$ cat src/rtl/param_bank_ctrl_pkg.sv
// Shared constants, FSM encoding and saturating increment for the scene-parameter bank.
package param_bank_ctrl_pkg;

    localparam int NUM_BYTES = 55;
    localparam int IDX_W     = 6;
    localparam int CNT_W     = 8;

    typedef enum logic [1:0] {
        ST_IDLE    = 2'd0,
        ST_LOADING = 2'd1,
        ST_PENDING = 2'd2
    } state_e;

    function automatic logic [CNT_W-1:0] sat_inc(input logic [CNT_W-1:0] v);
        return (v == '1) ? v : v + CNT_W'(1);
    endfunction

endpackage

$ cat src/rtl/param_bank_mem.sv
// Two parameter banks: one shadow (written by the loader), one active (read by the renderer).
module param_bank_mem
    import param_bank_ctrl_pkg::*;
(
    input  logic             clk,
    input  logic             reset,
    input  logic             wr_en,
    input  logic [IDX_W-1:0] wr_idx,
    input  logic [7:0]       wr_data,
    input  logic             swap,
    input  logic [IDX_W-1:0] rd_idx,
    output logic [7:0]       rd_data
);

    logic       sel_q, sel_d;
    logic [7:0] bank_q [2][NUM_BYTES];
    logic [7:0] rd_data_q;

    // A write in the swap cycle lands in the bank that becomes shadow after the swap.
    assign sel_d = swap ? ~sel_q : sel_q;

    // NOTE: the banks are reset explicitly; the active bank is visible to the renderer
    // straight out of reset, so it must read as zero rather than power-up garbage.
    always_ff @(posedge clk) begin
        if (reset) begin
            sel_q     <= 1'b0;
            rd_data_q <= '0;
            for (int b = 0; b < 2; b++) begin
                for (int i = 0; i < NUM_BYTES; i++) begin
                    bank_q[b][i] <= '0;
                end
            end
        end else begin
            sel_q <= sel_d;
            if (wr_en) begin
                bank_q[sel_d][wr_idx] <= wr_data;
            end
            rd_data_q <= (rd_idx < IDX_W'(NUM_BYTES)) ? bank_q[~sel_q][rd_idx] : '0;
        end
    end

    assign rd_data = rd_data_q;

endmodule

$ cat src/rtl/param_bank_ctrl.sv
// Frame loader front end: validates the incoming parameter frame and swaps banks on vsync.
module param_bank_ctrl
    import param_bank_ctrl_pkg::*;
(
    input  logic             clk,
    input  logic             reset,
    input  logic             update_reg,
    input  logic [IDX_W-1:0] idx,
    input  logic [7:0]       read_data,
    input  logic             pc_ready,
    input  logic             frame_start,
    input  logic [IDX_W-1:0] rd_idx,
    output logic [7:0]       rd_data,
    output logic             commit,
    output logic             active_valid,
    output logic             pending,
    output logic [CNT_W-1:0] overrun_cnt,
    output logic [CNT_W-1:0] frame_err_cnt
);

    state_e           state_q, state_d;
    logic [IDX_W-1:0] expect_q, expect_d;
    logic             seq_ok_q, seq_ok_d;
    logic [CNT_W-1:0] overrun_q, overrun_d;
    logic [CNT_W-1:0] ferr_q, ferr_d;
    logic             commit_q, active_valid_q;
    logic             swap;
    logic             in_range;

    assign in_range = idx < IDX_W'(NUM_BYTES);

    // NOTE: every combinational output gets a default first so no path infers a latch.
    always_comb begin
        state_d   = state_q;
        expect_d  = expect_q;
        seq_ok_d  = seq_ok_q;
        overrun_d = overrun_q;
        ferr_d    = ferr_q;
        swap      = 1'b0;

        if (update_reg) begin
            if (idx == '0) begin
                expect_d = IDX_W'(1);
                seq_ok_d = 1'b1;
            end else if (in_range && idx == expect_q) begin
                expect_d = expect_q + IDX_W'(1);
            end else begin
                seq_ok_d = 1'b0;
            end
        end

        unique case (state_q)
            ST_IDLE: begin
                if (update_reg) begin
                    if (idx == '0) state_d = ST_LOADING;
                    else           ferr_d  = sat_inc(ferr_q);
                end
            end
            ST_LOADING: begin
                // pc_ready is judged against the sequence state including this cycle's byte.
                if (pc_ready) begin
                    if (seq_ok_d && expect_d == IDX_W'(NUM_BYTES)) begin
                        state_d = ST_PENDING;
                    end else begin
                        ferr_d  = sat_inc(ferr_q);
                        state_d = ST_IDLE;
                    end
                end
            end
            ST_PENDING: begin
                if (frame_start) begin
                    swap = 1'b1;
                end else if (update_reg) begin
                    overrun_d = sat_inc(overrun_q);
                end
                if (frame_start || update_reg) begin
                    state_d = ST_IDLE;
                    if (update_reg) begin
                        if (idx == '0) state_d = ST_LOADING;
                        else           ferr_d  = sat_inc(ferr_q);
                    end
                end
            end
            default: state_d = ST_IDLE;
        endcase
    end

    // NOTE: sequential state uses non-blocking assignments so every register samples
    // the same pre-edge values regardless of statement order.
    always_ff @(posedge clk) begin
        if (reset) begin
            state_q        <= ST_IDLE;
            expect_q       <= '0;
            seq_ok_q       <= 1'b0;
            overrun_q      <= '0;
            ferr_q         <= '0;
            commit_q       <= 1'b0;
            active_valid_q <= 1'b0;
        end else begin
            state_q        <= state_d;
            expect_q       <= expect_d;
            seq_ok_q       <= seq_ok_d;
            overrun_q      <= overrun_d;
            ferr_q         <= ferr_d;
            commit_q       <= swap;
            active_valid_q <= active_valid_q | swap;
        end
    end

    param_bank_mem u_mem (
        .clk     (clk),
        .reset   (reset),
        .wr_en   (update_reg && in_range),
        .wr_idx  (idx),
        .wr_data (read_data),
        .swap    (swap),
        .rd_idx  (rd_idx),
        .rd_data (rd_data)
    );

    assign commit        = commit_q;
    assign active_valid  = active_valid_q;
    assign pending       = (state_q == ST_PENDING);
    assign overrun_cnt   = overrun_q;
    assign frame_err_cnt = ferr_q;

endmodule

$ cat config.mk
export PLATFORM = sky130hd
export DESIGN_NAME = param_bank_ctrl
export DESIGN_NICKNAME = d
export VERILOG_FILES = /design/src/rtl/param_bank_ctrl_pkg.sv /design/src/rtl/param_bank_mem.sv /design/src/rtl/param_bank_ctrl.sv
export SDC_FILE = /design/constraint.sdc
export NUM_CORES = 1
export LEC_CHECK = 0
export BUFFER_PORTS_ARGS = -buffer_cell sky130_fd_sc_hd__buf_2
export CORE_ASPECT_RATIO = 1.5
export CORE_MARGIN = 5
export CORE_UTILIZATION = 50
export CTS_CLUSTER_SIZE = 25
export DETAILED_ROUTE_END_ITERATION = 8
export GPL_ROUTABILITY_DRIVEN = 0
export GPL_TIMING_DRIVEN = 0
export PLACE_DENSITY = 0.66
export SLEW_MARGIN = 15
export SYNTH_ARGS = -nofsm -noshare
export SYNTH_HDL_FRONTEND = slang
export SYNTH_SLANG_ARGS = --single-unit
$ cat constraint.sdc
create_clock -name clk -period 4.2 [get_ports clk]
set_input_delay 0.84 -clock clk [delete_from_list [all_inputs] [get_ports clk]]
set_output_delay 0.84 -clock clk [all_outputs]
set_load 0.1 [all_outputs]
==> summary.txt <==
Synth
  • Post-Synthesis Cell Area: 38900 sq um
  • Yosys cell types: 62
  • Synthesis Warnings: 0
  • Post-synthesis sequential area ratio: 69.8%
  • Synth Register Bits: around 920
  • Asr flop ratio synth: 0%
  • Synth Instances: around 2500
  • Syn_nets: about 2500
  • Top_reg_cell synth: edfxtp_1
  • Post-synthesis average cell area: 15.7 sq um
  • Post-synth EDFFs: 880

Die
  • # IOs: 52
  • Die height: roughly 350 um
  • Initial core utilization: 50.3%
  • Die area: 83600 sq um
  • CORE AREA: between 70000 and 80000 sq um
  • Site Rows: 125
  • Die X: 238 um

Setup path
  • Worst-path cell chain: buf_4 > buf_6 > buf_4 > buf_6 > buf_6 > xnor2_1 > a21oi_2 > clkbuf_1 > nor2_1
  • Buf/Inv on CP: 6
  • R2R Path End: u_mem.bank_q[1][283]
  • Crit path capture type: register
  • Worst Setup Start Kind: register
  • CP Class: reg2reg
  • Crit-path leading delay family: buffers and inverters
  • Cell mode on critical path: buf_6
  • R2R Path Start: u_mem.sel_q
  • Worst path slowest cell: clkbuf_1
  • Worst R2R Path Depth: 9
  • Worst-path fanout max: 12
  • Critical path arrival: 4.85 ns
  • Flop2flop setup slack: -0.39 ns
  • CP peak stage delay: between 0.8 and 0.9 ns
  • Crit path required time: about 4.5 ns

Drt
  • Vias: 25900
  • Met1 wire length: 44.6 mm
  • Antenna Violating Nets Remaining: 0
  • Metal2 WL: 65.0 mm
  • Top sig layer: met4
  • Vias/cell: 7.01
  • DR iter-0 viols: 4642
  • DRC errors left: 3
  • WL per Instance: 39.1 um
  • First-pass DRT Iterations: 9
  • Post-Route WL: 145 mm
  • WL met3: approximately 19 mm

Timing
  • Setup TNS: -47.26 ns
  • Setup Skew: 0.0255 ns
  • FMAX: 218 MHz
  • Final period util: 109%
  • Post-layout minimum cycle time: about 4.6 ns
  • Final setup viols: 309
  • Final hold violation count: 0
  • Slew margin rel.: 9.67%
  • Worst-Margin Slew: between 1 and 1.5 ns
  • Final Max Tran Viols: 0
  • RSZ-0062 raised after global routing: yes
  • Final worst setup slack: -0.385 ns

Job
  • Max-Cap Viols: 0

Worst hold path
  • Hold Crit Start: seq_ok_q
  • Min-delay worst type: reg2reg
  • Hold Path Depth: 2
  • Hold endpoint: seq_ok_q

Cells and area
  • Synthesis-to-layout area growth: 11.9%
  • Post-route insts no fill: ~3700
  • Fill count: 6095
  • Layout cell share with drive strength beyond 1: 18.7%
  • Nets: 2632

Power
  • Tot Pwr: 0.0202 W
  • Leakage: ~15 nW
  • PD cells: approximately 460 nW/um^2
  • IR drop worst, VDD: 0.000277 V

Clocking
  • Post-CTS setup buffers: 0
  • Clock Pin Slew Worst Setup and Hold Paths: 0.07 ns
  • Clock root cell: clkbuf_16
  • Clock tree buffer depth: 3
  • Worst-skew pair later-pin latency: 0.65 ns
  • H-tree Lvls: 3
  • TritonCTS Buffers: 84
  • CTS tree: built
  • Clk sinks: 916

Global routing
  • Pin count of the biggest net entering global routing: 55
  • Initial antenna violation count: 7
  • Global route overflow: 0
  • Tot GR Track Use: 34.3%
  • Vias in the first global route: between 20000 and 30000
  • Global-route wire length before repair: 197 mm

Run status
  • Violated checks: design-rule violations, negative setup slack
  • Status: finished, violations left

Placed design
  • Placed Cells: 3539
  • Post-DP HPWL: 96.3 mm
  • I/O Buffers: 41
## flip-flops by register name (all words and copies together), names as in the netlist
register and count:
active_valid 1, seq_ok_q 1, state_q 2, u_mem.sel_q 1, frame_err_cnt 8, expect_q 6
overrun_cnt 8, commit 1, u_mem.rd_data 8, u_mem.bank_q 880
## report_power, final
| group | internal, W | switching [W] | total (W) |
|---|---|---|---|
| sequential | 0.0105 | 0.000124 | 0.0106 |
| combinational | 0.000354 | 0.00117 | 0.00152 |
| clock | 0.00453 | 0.00353 | 0.00806 |
| total | 0.0153 | 0.00482 | 0.0202 |
## layer usage
metal	global-route usage [%]	up-vias
met5	0	-
met4	28.3	0
met3	10.1	697
met1	40.0	13000
met2	52.6	2427
li1	-	9813
## area by class of cell
type / instances / area, sq um / area share [%]
Tap cell: 1016 / 1270 / 2.92
Buffer: 195 / 892 / 2.05
Antenna cell: 6 / 15.0 / 0.0345
Sequential cell: 916 / 27100 / 62.4
Timing Repair Buffer: 48 / 338 / 0.776
Clock inverter: 61 / 619 / 1.42
Clock buffer: 94 / 2200 / 5.06
Inverter: 14 / 77.6 / 0.178
Multi-Input combinational cell: 1345 / 11000 / 25.2
## cells in the mapped netlist, types with 19 or more instances
cell	n	area (sq um)
mux4_2	193	4350
and3_1	138	863
clkbuf_1	142	533
and2_1	33	206
nor2_1	396	1490
nand2_1	122	458
dfxtp_1	36	721
edfxtp_1	880	26400
buf_4	19	143
buf_2	23	115
a21oi_1	94	470
mux2i_1	128	1280
o22ai_1	20	125
o21ai_0	55	275
## worst min-delay path: stages, from the launching register on
cell     delay (ns)
dfxtp_1        0.31
nand2_1        0.05
a21oi_1        0.05
## per-stage QoR
stage	utilization (%)	setup slack, ns	area [sq um]	hold slack (ns)
finish	56.3	-0.385	43500	0.464
CTS	56.2	-0.0952	43400	0.453
detailed placement	52.5	-1.36	40500	0.453
global route	56.3	-0.262	43500	0.490
global placement	52.3	-2.91	40400	0.453
floorplan	-	0.353	38900	0.437
## repair_timing
| action | CTS | global route |
|---|---|---|
| hold buffers | 0 | 0 |
| resized for setup | 12 | 51 |
| setup endpoints to repair | 524 | 703 |
## placed cells by master, fill, tap and decap left out, types with 6 or more instances in the layout
cell          n
a211oi_1     16
a21oi_1      93
a31oi_1       8
and2_1       33
and3_1      138
buf_2        72
buf_4        21
bufinv_16    12
clkbuf_1    135
clkbuf_16    87
clkbuf_2     10
clkinv_1     17
clkinv_2     19
clkinvlp_4    8
dfxtp_1      36
diode_2       6
edfxtp_1    880
inv_6         6
mux2i_1     128
mux4_2      193
nand2_1     115
nand2_2       7
nand3_1      13
nor2_1      368
nor2_2       25
nor2b_1       9
nor3_1        8
o211ai_1      7
o21ai_0      42
o21ai_1       9
o21ai_2       6
o221ai_1     17
o22ai_1      20
xnor2_1      12
## how the worst max path moves through the flow
stage	startpoint	to	slack [ns]	cells after the start
after floorplan	state_q[1]	u_mem.bank_q[0][160]	0.35	8
after global placement	reset	u_mem.bank_q[1][202]	-2.91	8
after detailed placement	reset	u_mem.bank_q[1][214]	-1.36	8
after CTS	u_mem.sel_q	u_mem.bank_q[1][60]	-0.1	9
after global routing	u_mem.sel_q	u_mem.bank_q[1][351]	-0.26	9
final	u_mem.sel_q	u_mem.bank_q[1][283]	-0.39	9
## cell families after synthesis
group / synth area share, %
muxes: 14.6
xor gates and xnor gates: 0.425
adders and majority gates: 0.0965
buffers and inverters: 2.42
and+or+nand+nor: 8.79
DFF: 69.8
AOI/OAI and AO/OA: 3.87
(Power assumes the default switching activity.)
